`config.mk`:
```
export PLATFORM = sky130hd
export DESIGN_NAME = kq_hp_spi_rx_flat
export DESIGN_NICKNAME = d
export VERILOG_FILES = /design/src/rtl/kq_hp_spi_rx_pkg.sv /design/src/rtl/kq_hp_spi_rx_if.sv /design/src/rtl/kq_hp_spi_rx_sync_edge.sv /design/src/rtl/kq_hp_spi_rx.sv /design/src/flat_wrapper.sv
export SDC_FILE = /design/constraint.sdc
export NUM_CORES = 1
export LEC_CHECK = 0
export CAP_MARGIN = 20
export CORE_MARGIN = 2
export CORE_UTILIZATION = 48
export DETAILED_ROUTE_END_ITERATION = 10
export GPL_TIMING_DRIVEN = 0
export PLACE_DENSITY = 0.81
export SLEW_MARGIN = 20
export SYNTH_ARGS = -nofsm -noshare
export SYNTH_HDL_FRONTEND = slang
export SYNTH_SLANG_ARGS = --single-unit
export TNS_END_PERCENT = 100
```
`constraint.sdc`:
```
create_clock -name sys_clk -period 11.8 [get_ports sys_clk]
set_clock_uncertainty 0.15 [all_clocks]
set_input_delay 2.36 -clock sys_clk [delete_from_list [all_inputs] [get_ports sys_clk]]
set_output_delay 2.36 -clock sys_clk [all_outputs]
set_load 0.02 [all_outputs]
```
`src/rtl/kq_hp_spi_rx_pkg.sv`:
```
// Shared definitions for the hopping-device SPI link (transmitter and receiver).
// Holds frame layout, header codes, error causes and the receiver FSM encoding.
package kq_hp_pkg;

  localparam int         FRAME_BITS = 40;
  localparam int         HDR_BITS   = 8;
  localparam int         DATA_BITS  = 32;
  localparam logic [7:0] HDR_UP     = 8'h01;
  localparam logic [7:0] HDR_DOWN   = 8'h02;

  typedef enum logic [1:0] {
    ERR_NONE = 2'd0,
    ERR_LEN  = 2'd1,
    ERR_HDR  = 2'd2,
    ERR_TMO  = 2'd3
  } err_code_e;

  localparam logic [1:0] ST_IDLE    = 2'd0;
  localparam logic [1:0] ST_SHIFT   = 2'd1;
  localparam logic [1:0] ST_CHECK   = 2'd2;
  localparam logic [1:0] ST_WAIT_CS = 2'd3;

endpackage

```
`src/rtl/kq_hp_spi_rx_if.sv`:
```
// SPI pins plus decoded-frame outputs of the hopping-device receiver.
// master = transmitter/checker side, slave = the receiver itself.
interface kq_hp_spi_rx_if;

  logic        sclk_spi_hp;
  logic        cs_spi_hp;
  logic        sdo_spi_hp;
  logic [31:0] uplink_freq;
  logic        uplink_freq_vld;
  logic [31:0] downlink_freq;
  logic        downlink_freq_vld;
  logic        frame_err;
  logic [1:0]  err_code;
  logic [15:0] frame_cnt;

  modport master (
    output sclk_spi_hp, cs_spi_hp, sdo_spi_hp,
    input  uplink_freq, uplink_freq_vld, downlink_freq, downlink_freq_vld,
    input  frame_err, err_code, frame_cnt
  );

  modport slave (
    input  sclk_spi_hp, cs_spi_hp, sdo_spi_hp,
    output uplink_freq, uplink_freq_vld, downlink_freq, downlink_freq_vld,
    output frame_err, err_code, frame_cnt
  );

endinterface

```
`src/rtl/kq_hp_spi_rx_sync_edge.sv`:
```
// Multi-flop synchronizer for one asynchronous pin, followed by one extra
// register that provides single-cycle rise/fall pulses. STAGES must be >= 2.
module kq_hp_sync_edge #(
  parameter int   STAGES  = 3,
  parameter logic RST_VAL = 1'b0
) (
  input  logic clk,
  input  logic rst,
  input  logic din,
  output logic dout,
  output logic rise,
  output logic fall
);

  logic [STAGES-1:0] chain_q, chain_d;
  logic              prev_q, prev_d;

  assign chain_d[0] = din;
  for (genvar gi = 1; gi < STAGES; gi++) begin : g_chain
    assign chain_d[gi] = chain_q[gi-1];
  end

  assign prev_d = chain_q[STAGES-1];

  always_ff @(posedge clk or posedge rst) begin
    if (rst) begin
      chain_q <= {STAGES{RST_VAL}};
      prev_q  <= RST_VAL;
    end else begin
      chain_q <= chain_d;
      prev_q  <= prev_d;
    end
  end

  assign dout = chain_q[STAGES-1];
  assign rise = dout & ~prev_q;
  assign fall = ~dout & prev_q;

endmodule

```
`src/rtl/kq_hp_spi_rx.sv`:
```
// Receive-side decoder for the hopping-device SPI link: oversamples sclk/cs/sdo,
// reassembles 40-bit frames and emits uplink/downlink frequency words.
module kq_hp_spi_rx
  import kq_hp_pkg::*;
#(
  parameter int         SYNC_STAGES = 3,
  parameter int         FRAME_BITS  = kq_hp_pkg::FRAME_BITS,
  parameter int         TIMEOUT_CYC = 4096,
  parameter logic [7:0] HDR_UP      = kq_hp_pkg::HDR_UP,
  parameter logic [7:0] HDR_DOWN    = kq_hp_pkg::HDR_DOWN
) (
  input  logic           sys_clk,
  input  logic           rst,
  kq_hp_spi_rx_if.slave  bus
);

  localparam int              TW       = (TIMEOUT_CYC > 2) ? $clog2(TIMEOUT_CYC) : 1;
  localparam logic [TW-1:0]   TMO_LAST = TW'(TIMEOUT_CYC - 1);
  localparam logic [5:0]      BITS_EXP = 6'(FRAME_BITS);

  logic sclk_rise, cs_rise, cs_fall, sdo_s;
  logic unused_sclk_lvl, unused_sclk_fall;
  logic unused_cs_lvl;
  logic unused_sdo_rise, unused_sdo_fall;

  // sclk idles low and cs idles high, so the chains start at the idle levels.
  kq_hp_sync_edge #(.STAGES(SYNC_STAGES), .RST_VAL(1'b0)) u_sync_sclk (
    .clk(sys_clk), .rst(rst), .din(bus.sclk_spi_hp),
    .dout(unused_sclk_lvl), .rise(sclk_rise), .fall(unused_sclk_fall)
  );

  kq_hp_sync_edge #(.STAGES(SYNC_STAGES), .RST_VAL(1'b1)) u_sync_cs (
    .clk(sys_clk), .rst(rst), .din(bus.cs_spi_hp),
    .dout(unused_cs_lvl), .rise(cs_rise), .fall(cs_fall)
  );

  kq_hp_sync_edge #(.STAGES(SYNC_STAGES), .RST_VAL(1'b0)) u_sync_sdo (
    .clk(sys_clk), .rst(rst), .din(bus.sdo_spi_hp),
    .dout(sdo_s), .rise(unused_sdo_rise), .fall(unused_sdo_fall)
  );

  logic [1:0]            state_q, state_d;
  logic [FRAME_BITS-1:0] sr_q, sr_d;
  logic [5:0]            bc_q, bc_d;
  logic [TW-1:0]         tmo_q, tmo_d;
  logic [31:0]           up_q, up_d, down_q, down_d;
  logic                  up_vld_q, up_vld_d, down_vld_q, down_vld_d;
  logic                  err_pulse_q, err_pulse_d;
  err_code_e             err_q, err_d;
  logic [15:0]           cnt_q, cnt_d;
  logic [7:0]            hdr;

  assign hdr = sr_q[FRAME_BITS-1 -: 8];

  always_comb begin
    state_d     = state_q;
    sr_d        = sr_q;
    bc_d        = bc_q;
    tmo_d       = tmo_q;
    up_d        = up_q;
    down_d      = down_q;
    up_vld_d    = 1'b0;
    down_vld_d  = 1'b0;
    err_pulse_d = 1'b0;
    err_d       = err_q;
    cnt_d       = cnt_q;

    case (state_q)
      ST_IDLE: begin
        if (cs_fall) begin
          sr_d    = '0;
          bc_d    = '0;
          tmo_d   = '0;
          state_d = ST_SHIFT;
        end
      end
      ST_SHIFT: begin
        // cs rising wins over a coincident sclk edge, which is dropped.
        if (cs_rise) begin
          state_d = ST_CHECK;
        end else if (sclk_rise) begin
          sr_d  = {sr_q[FRAME_BITS-2:0], sdo_s};
          bc_d  = (bc_q == 6'd63) ? bc_q : bc_q + 6'd1;
          tmo_d = '0;
        end else if (tmo_q == TMO_LAST) begin
          err_pulse_d = 1'b1;
          err_d       = ERR_TMO;
          state_d     = ST_WAIT_CS;
        end else begin
          tmo_d = tmo_q + 1'b1;
        end
      end
      ST_CHECK: begin
        if (bc_q != BITS_EXP) begin
          err_pulse_d = 1'b1;
          err_d       = ERR_LEN;
        end else if (hdr == HDR_UP) begin
          up_d     = sr_q[31:0];
          up_vld_d = 1'b1;
          cnt_d    = cnt_q + 16'd1;
        end else if (hdr == HDR_DOWN) begin
          down_d     = sr_q[31:0];
          down_vld_d = 1'b1;
          cnt_d      = cnt_q + 16'd1;
        end else begin
          err_pulse_d = 1'b1;
          err_d       = ERR_HDR;
        end
        state_d = ST_IDLE;
      end
      default: begin
        if (cs_rise) state_d = ST_IDLE;
      end
    endcase
  end

  always_ff @(posedge sys_clk or posedge rst) begin
    if (rst) begin
      state_q     <= ST_IDLE;
      sr_q        <= '0;
      bc_q        <= '0;
      tmo_q       <= '0;
      up_q        <= '0;
      down_q      <= '0;
      up_vld_q    <= 1'b0;
      down_vld_q  <= 1'b0;
      err_pulse_q <= 1'b0;
      err_q       <= ERR_NONE;
      cnt_q       <= '0;
    end else begin
      state_q     <= state_d;
      sr_q        <= sr_d;
      bc_q        <= bc_d;
      tmo_q       <= tmo_d;
      up_q        <= up_d;
      down_q      <= down_d;
      up_vld_q    <= up_vld_d;
      down_vld_q  <= down_vld_d;
      err_pulse_q <= err_pulse_d;
      err_q       <= err_d;
      cnt_q       <= cnt_d;
    end
  end

  assign bus.uplink_freq       = up_q;
  assign bus.uplink_freq_vld   = up_vld_q;
  assign bus.downlink_freq     = down_q;
  assign bus.downlink_freq_vld = down_vld_q;
  assign bus.frame_err         = err_pulse_q;
  assign bus.err_code          = err_q;
  assign bus.frame_cnt         = cnt_q;

endmodule

```
`src/flat_wrapper.sv`:
```
// flat-port wrapper written by rule: the top's interface ports become plain ports
module kq_hp_spi_rx_flat import kq_hp_pkg::*;
#(
  parameter int         SYNC_STAGES = 3,
  parameter int         FRAME_BITS  = kq_hp_pkg::FRAME_BITS,
  parameter int         TIMEOUT_CYC = 4096,
  parameter logic [7:0] HDR_UP      = kq_hp_pkg::HDR_UP,
  parameter logic [7:0] HDR_DOWN    = kq_hp_pkg::HDR_DOWN
)
  (sys_clk, rst, bus_sclk_spi_hp, bus_cs_spi_hp, bus_sdo_spi_hp, bus_uplink_freq, bus_uplink_freq_vld, bus_downlink_freq, bus_downlink_freq_vld, bus_frame_err, bus_err_code, bus_frame_cnt);
  kq_hp_spi_rx_if bus_i ();
  input  logic sys_clk;
  input  logic rst;
  input wire logic [$bits(bus_i.sclk_spi_hp)-1:0] bus_sclk_spi_hp;
  input wire logic [$bits(bus_i.cs_spi_hp)-1:0] bus_cs_spi_hp;
  input wire logic [$bits(bus_i.sdo_spi_hp)-1:0] bus_sdo_spi_hp;
  output wire logic [$bits(bus_i.uplink_freq)-1:0] bus_uplink_freq;
  output wire logic [$bits(bus_i.uplink_freq_vld)-1:0] bus_uplink_freq_vld;
  output wire logic [$bits(bus_i.downlink_freq)-1:0] bus_downlink_freq;
  output wire logic [$bits(bus_i.downlink_freq_vld)-1:0] bus_downlink_freq_vld;
  output wire logic [$bits(bus_i.frame_err)-1:0] bus_frame_err;
  output wire logic [$bits(bus_i.err_code)-1:0] bus_err_code;
  output wire logic [$bits(bus_i.frame_cnt)-1:0] bus_frame_cnt;
  assign bus_i.sclk_spi_hp = bus_sclk_spi_hp;
  assign bus_i.cs_spi_hp = bus_cs_spi_hp;
  assign bus_i.sdo_spi_hp = bus_sdo_spi_hp;
  assign bus_uplink_freq = bus_i.uplink_freq;
  assign bus_uplink_freq_vld = bus_i.uplink_freq_vld;
  assign bus_downlink_freq = bus_i.downlink_freq;
  assign bus_downlink_freq_vld = bus_i.downlink_freq_vld;
  assign bus_frame_err = bus_i.frame_err;
  assign bus_err_code = bus_i.err_code;
  assign bus_frame_cnt = bus_i.frame_cnt;
  kq_hp_spi_rx #(.SYNC_STAGES(SYNC_STAGES), .FRAME_BITS(FRAME_BITS), .TIMEOUT_CYC(TIMEOUT_CYC), .HDR_UP(HDR_UP), .HDR_DOWN(HDR_DOWN)) u_core (.sys_clk(sys_clk), .rst(rst), .bus(bus_i));
endmodule
```
======== After elaboration in Yosys (flattened, before gate mapping) ========
Cells that the tools add are included.
word-level totals
  register bits ........................... 156
  bits of input ports ..................... 5
  output and inout port bits .............. 85
  logic and storage cells ................. 99
operators by class
  add/sub/neg operators ................... 3
  equal/unequal tests ..................... 18
  mux-type cells .......................... 41
  bitwise gates (word level) .............. 8
  reduce and logical (&&, ||, !) cells .... 13
operator list
  operator               number
  $mux 40                3
  $pmux 40 s2            1
  $mux 12                4
  $mux 16                2
  $mux 6                 4
  $pmux 12 s2            1
  $mux 2                 9
  $add 16x1->16 const B  1
  $reduce_and 4->1       4
  $mux 1                 13
  $add 12x1->12 const B  1
  $eq 12x12->1 const B   1
  $pmux 6 s2             1
  $ne 3x2->1 const B     3
  $eq 8x1->1 const B     1
  $eq 8x2->1 const B     1
  $add 6x1->6 const B    1
  $eq 6x6->1 const B     1
  $ne 2x1->1 const B     3
  $ne 2x2->1 const B     3
  $ne 6x6->1 const B     1
  $pmux 2 s3             1
  $reduce_and 3->1       2
  $reduce_and 6->1       1
  12 further kinds       20

======== Longest topological paths before layout ========
  depth in word-level cells ............... 5
  gate-level depth with buffers ........... 9
  depth with buffers taken out ............ 7

======== Cells and area by module ========
Synthesis repeated with hierarchy kept, for this count alone.
second synthesis, totals
  cells, all modules ...................... 472
  area, all modules ....................... 6446.2 um2
by module, submodules not included
  module                                    instances  cells each  area an instance (um2)  sequential area each (um2)
  kq_hp_spi_rx                              1          451         6084.6                  3628.5
  kq_hp_sync_edge (u_core.u_sync_sclk ...)  2          7           118.9                   100.1
  kq_hp_sync_edge (u_core.u_sync_cs)        1          7           123.9                   105.1

======== Worst setup path after synthesis ========
No wires, ideal clock.
  path kind ............................... flip-flop to output port
  from .................................... reg u_core.cnt_q[0], in the netlist u_core.bus.frame_cnt[0]
  to ...................................... out bus_frame_cnt[0]
  arrival ................................. 500 ps
  required time ........................... 9290 ps
  path slack .............................. 8790 ps
  cell stages (with the launch flop) ...... 1
  buffers on the path ..................... 0
  cells stage by stage .................... dfrtp_1
RTL lines
  element                 line                 text
  start, declared         kq_hp_spi_rx.sv:50   logic [15:0] cnt_q, cnt_d;
  start signal, assigned  kq_hp_spi_rx.sv:141  cnt_q <= cnt_d;
  end, declared           flat_wrapper.sv:23   output wire logic [$bits(bus_i.frame_cnt)-1:0] bus_frame_cnt;
No word-level cell between the ends.

======== Worst setup path after layout ========
  from .................................... reg u_core.cnt_q[0], in the netlist u_core.bus.frame_cnt[0]
  to ...................................... out bus_frame_cnt[0]
No word-level cell between the ends.

==> summary.md <==
| Metric | Value |
|---|---|
| Post-synth top area cell | `dfrtp_1` |
| Max-cap check violation count | `0` |
| Setup CP Type | `flip-flop to primary output` |
| Top post-synthesis cells by area | `dfrtp_1 (59%), mux2_2 (11%), nand2_1 (5.9%), nand3_1 (3.8%), xnor2_1 (1.9%)` |
| Post-synth EDFFs | `0` |
| Global-route wire length before repair | `around 24 mm` |
| Share of the synthesized area in the top cell type | `just under 60%` |
| Hold Crit Class | `flip-flop to flip-flop` |
| Vias/cell | `roughly 5.5` |
| DP Wirelength | `a little over 9 mm` |
| P_sw | `between 0.3 and 0.4 mW` |
| Seq pwr share | `42.8%` |
| Row count | `42` |
| Synth warn | `0` |
| Vias in the first global route | `~4.8k` |
| Antenna violations before repair | `0` |
| Starting Density | `roughly 49%` |
| GRT met2 Usage | `between 30% and 40%` |
| Critical path endpoint category | `primary output` |
| IO Count | `90` |
| Buf+Inv Stages, Crit Path | `1` |
| Yosys cell types | `between 40 and 50` |
| Crit-path leading delay family | `buffers and inverters` |
| Final slew viol count | `0` |
| Pre-CTS setup slack | `approximately 8.0 ns` |
| Grt peak-use layer | `met2` |
| Clock slew at reported path FFs | `about 0.07 ns` |
| Worst R2R Start | `u_core.state_q[0]$_DFFE_PP0P_` |
| Met1 usage | `26.1%` |
| Global route overflow | `0` |
| Clock latency on the worst-skew pair | `about 0.42 ns` |
| Crit-path cells | `clkdlybuf4s50_1` |
| Switching part of the total | `28.4%` |
| Die area | `14400 sq um` |
| Worst VDD drop | `approximately 0.13 mV` |
| Sequential area share after synthesis | `about three fifths` |
| Post-Synthesis Cells | `around 540` |
| Max Freq | `~250 MHz` |
| CP max stage cell | `clkdlybuf4s50_1` |
| Worst slew pin tran | `0.856 ns` |
| Root Buffer | `clkbuf_16` |
| Period Utilization, post-route | `between 30% and 40%` |
| Hold Crit Start | `u_core.u_sync_sclk.chain_q[1]$_DFF_PP0_` |
| Die Ht | `~120 microns` |
| Setup bufs post-CTS | `0` |
| Final WS setup | `roughly 7.8 ns` |
| RSZ-0062 raised after global routing | `no` |
| CTS resizes | `0` |
| Worst Path Arrival | `1.52 ns` |
| Deepest clock path buffer count | `2` |
| Layout cells sized above 1 | `roughly 17%` |
| Synthesized flop and latch total | `156` |
| Clk pwr share | `between 40% and 50%` |
| Critical-path maximum fanout | `7` |
| TritonCTS clock tree | `yes` |
| Sink Count | `roughly 160` |
| Initial DRC Count | `between 300 and 400` |
| Most used flip-flop cell after synthesis | `dfrtp_1` |
| Pin count of the biggest net entering global routing | `95` |
| DRT Pass-1 Iters | `6` |
| Sum Neg Setup Slack | `0 ns` |
| Cell Pwr Density | `between 150 and 200 nW/um^2` |
| Area growth from synthesis to layout | `27.4%` |
| Status | `finished, final reports clean` |
| CP peak stage delay | `0.65 ns` |
| Mean post-synth cell area | `roughly 12 sq um` |
| Nets | `between 600 and 700` |
| Vias | `about 4.6k` |
| Met3 GRT Util | `around 4%` |
| Reg2Reg Setup Slack | `8.83 ns` |
| Number of clock buffers inserted by TritonCTS | `17` |
| Number of port buffers | `89` |
| Synth Net Count | `~550` |
| Final hold slack | `approximately 0.2 ns` |
| Post-synth top cells | `dfrtp_1 (152), nand2_1 (101), mux2_2 (61)` |
| Gpl congestion | `0.795` |
| FFs w/ async S/R, synth | `100%` |
| Final setup viols | `0` |
| Most common cell in the synthesized netlist | `dfrtp_1` |
| Hold Path Stages | `0` |
| Post-route minimum period | `between 4 and 5 ns` |
| Rel. slew slack | `between 40% and 50%` |
| Antenna-violating nets left | `0` |
| Tot GR Track Use | `a little over a fifth` |
| R2R depth | `8` |
| Gate power share | `around 15%` |
| Worst r2r dst | `u_core.bus.downlink_freq[22]$_DFFE_PP0P_` |
| CTS Hold Bufs | `0` |
| Req. time, crit path | `9.29 ns` |
| Mapped cell area | `between 6000 and 7000 sq um` |
| Core area | `13200 sq um` |
| N_diodes | `0` |
| Int Pwr | `around 0.96 mW` |
| Hold Violations, Final | `0` |
| Die width | `~120 microns` |
| Hold Path End | `u_core.u_sync_sclk.chain_q[2]$_DFF_PP0_` |
| Max H-tree Level | `4` |
| Lkg Pwr | `about 3.9 nW` |
| Startpoint types | `flip-flop` |
| WL/cell | `about 17 microns` |
| DRC viols | `0` |
| Drt total wl | `14.0 mm` |
metal layers:
metal  part of all wire [%]  vias up
met5                      0        -
met4                    2.4        0
met3                    3.9       29
met2                     53      135
met1                     41     2351
li1                       -     2110
how the worst max path moves through the flow:
stage               slack [ns]                                start  cells past startpoint                                     to
finish                    7.77  u_core.bus.frame_cnt[0]$_DFFE_PP0P_                      1                       bus_frame_cnt[0]
global route              7.70  u_core.bus.frame_cnt[0]$_DFFE_PP0P_                      1                       bus_frame_cnt[0]
CTS                       7.75  u_core.bus.frame_cnt[0]$_DFFE_PP0P_                      1                       bus_frame_cnt[0]
detailed placement        7.99                                  rst                      3  u_core.u_sync_cs.chain_q[0]$_DFF_PP1_
global placement          3.39                                  rst                      2    u_core.bus.frame_cnt[3]$_DFFE_PP0P_
floorplan                 5.09                                  rst                      1             u_core.bc_q[0]$_DFFE_PP0P_
power by group through the flow:
| stage | clock network [mW] | registers [mW] | logic [mW] |
|---|---|---|---|
| 2_1_floorplan | 0 | 0.580 | 0.138 |
| 3_3_place_gp | 0 | 0.581 | 0.183 |
| 3_5_place_dp | 0 | 0.582 | 0.195 |
| 4_1_cts | 0.572 | 0.573 | 0.199 |
| 5_1_grt | 0.599 | 0.577 | 0.222 |
| 6_report | 0.567 | 0.574 | 0.200 |
cell usage in the layout (no fill, tap or decap), types with 4 or more instances in the layout:
cell	count
dfrtp_1	152
nand2_1	101
clkdlybuf4s50_1	89
mux2_2	61
nand3_1	49
clkbuf_1	17
clkbuf_16	17
xnor2_1	14
a21oi_1	13
o21ai_0	13
and3_1	11
inv_1	9
nor2_1	8
nand4_1	7
nor3_1	7
ha_1	7
buf_6	6
a211o_1	5
mux2_1	5
and4_1	4
dfstp_2	4
metrics by stage:
step | instance area (sq um) | power [mW] | std cells | util (%)
after floorplan | 6440 | 0.717 | 541 | -
after global placement | 7550 | 0.764 | 806 | 57.2
after detailed placement | 7590 | 0.777 | 807 | 57.5
after CTS | 8200 | 1.34 | 839 | 62.2
after global routing | 8200 | 1.40 | 839 | 62.2
final | 8200 | 1.34 | 839 | 62.2
logic make-up (layout without fill, tap and decap cells):
logic type,after synthesis,count (layout),synth area share [%]
AOI/OAI and AO/OA,48,48,4.84
xor gates and xnor gates,17,17,2.31
adders and majority gates,8,8,1.52
buffers and inverters,32,154,2.56
DFF,156,156,60.7
muxes,68,68,11.9
and+or+nand+nor,212,212,16.2
registers in the layout, indices dropped and copies added, names as in the netlist, 2 cells and up:
name,cells
u_core.bus.uplink_freq,32
u_core.tmo_q,12
u_core.u_sync_cs.chain_q,3
u_core.bus.downlink_freq,32
u_core.bc_q,6
u_core.u_sync_sdo.chain_q,3
u_core.bus.err_code,2
u_core.u_sync_sclk.chain_q,3
u_core.sr_q,40
u_core.bus.frame_cnt,16
u_core.state_q,2
layout make-up:
type / count / area [sq um]
Fill cell: 987 / 4990
Sequential cell: 156 / 3910
Inverter: 10 / 45.0
Clock inverter: 11 / 158
Timing Repair Buffer: 90 / 918
Multi-Input combinational cell: 353 / 2370
Tap cell: 176 / 220
Clock buffer: 21 / 460
Buffer: 22 / 128
Note: power is estimated with default switching activity, not from simulation.
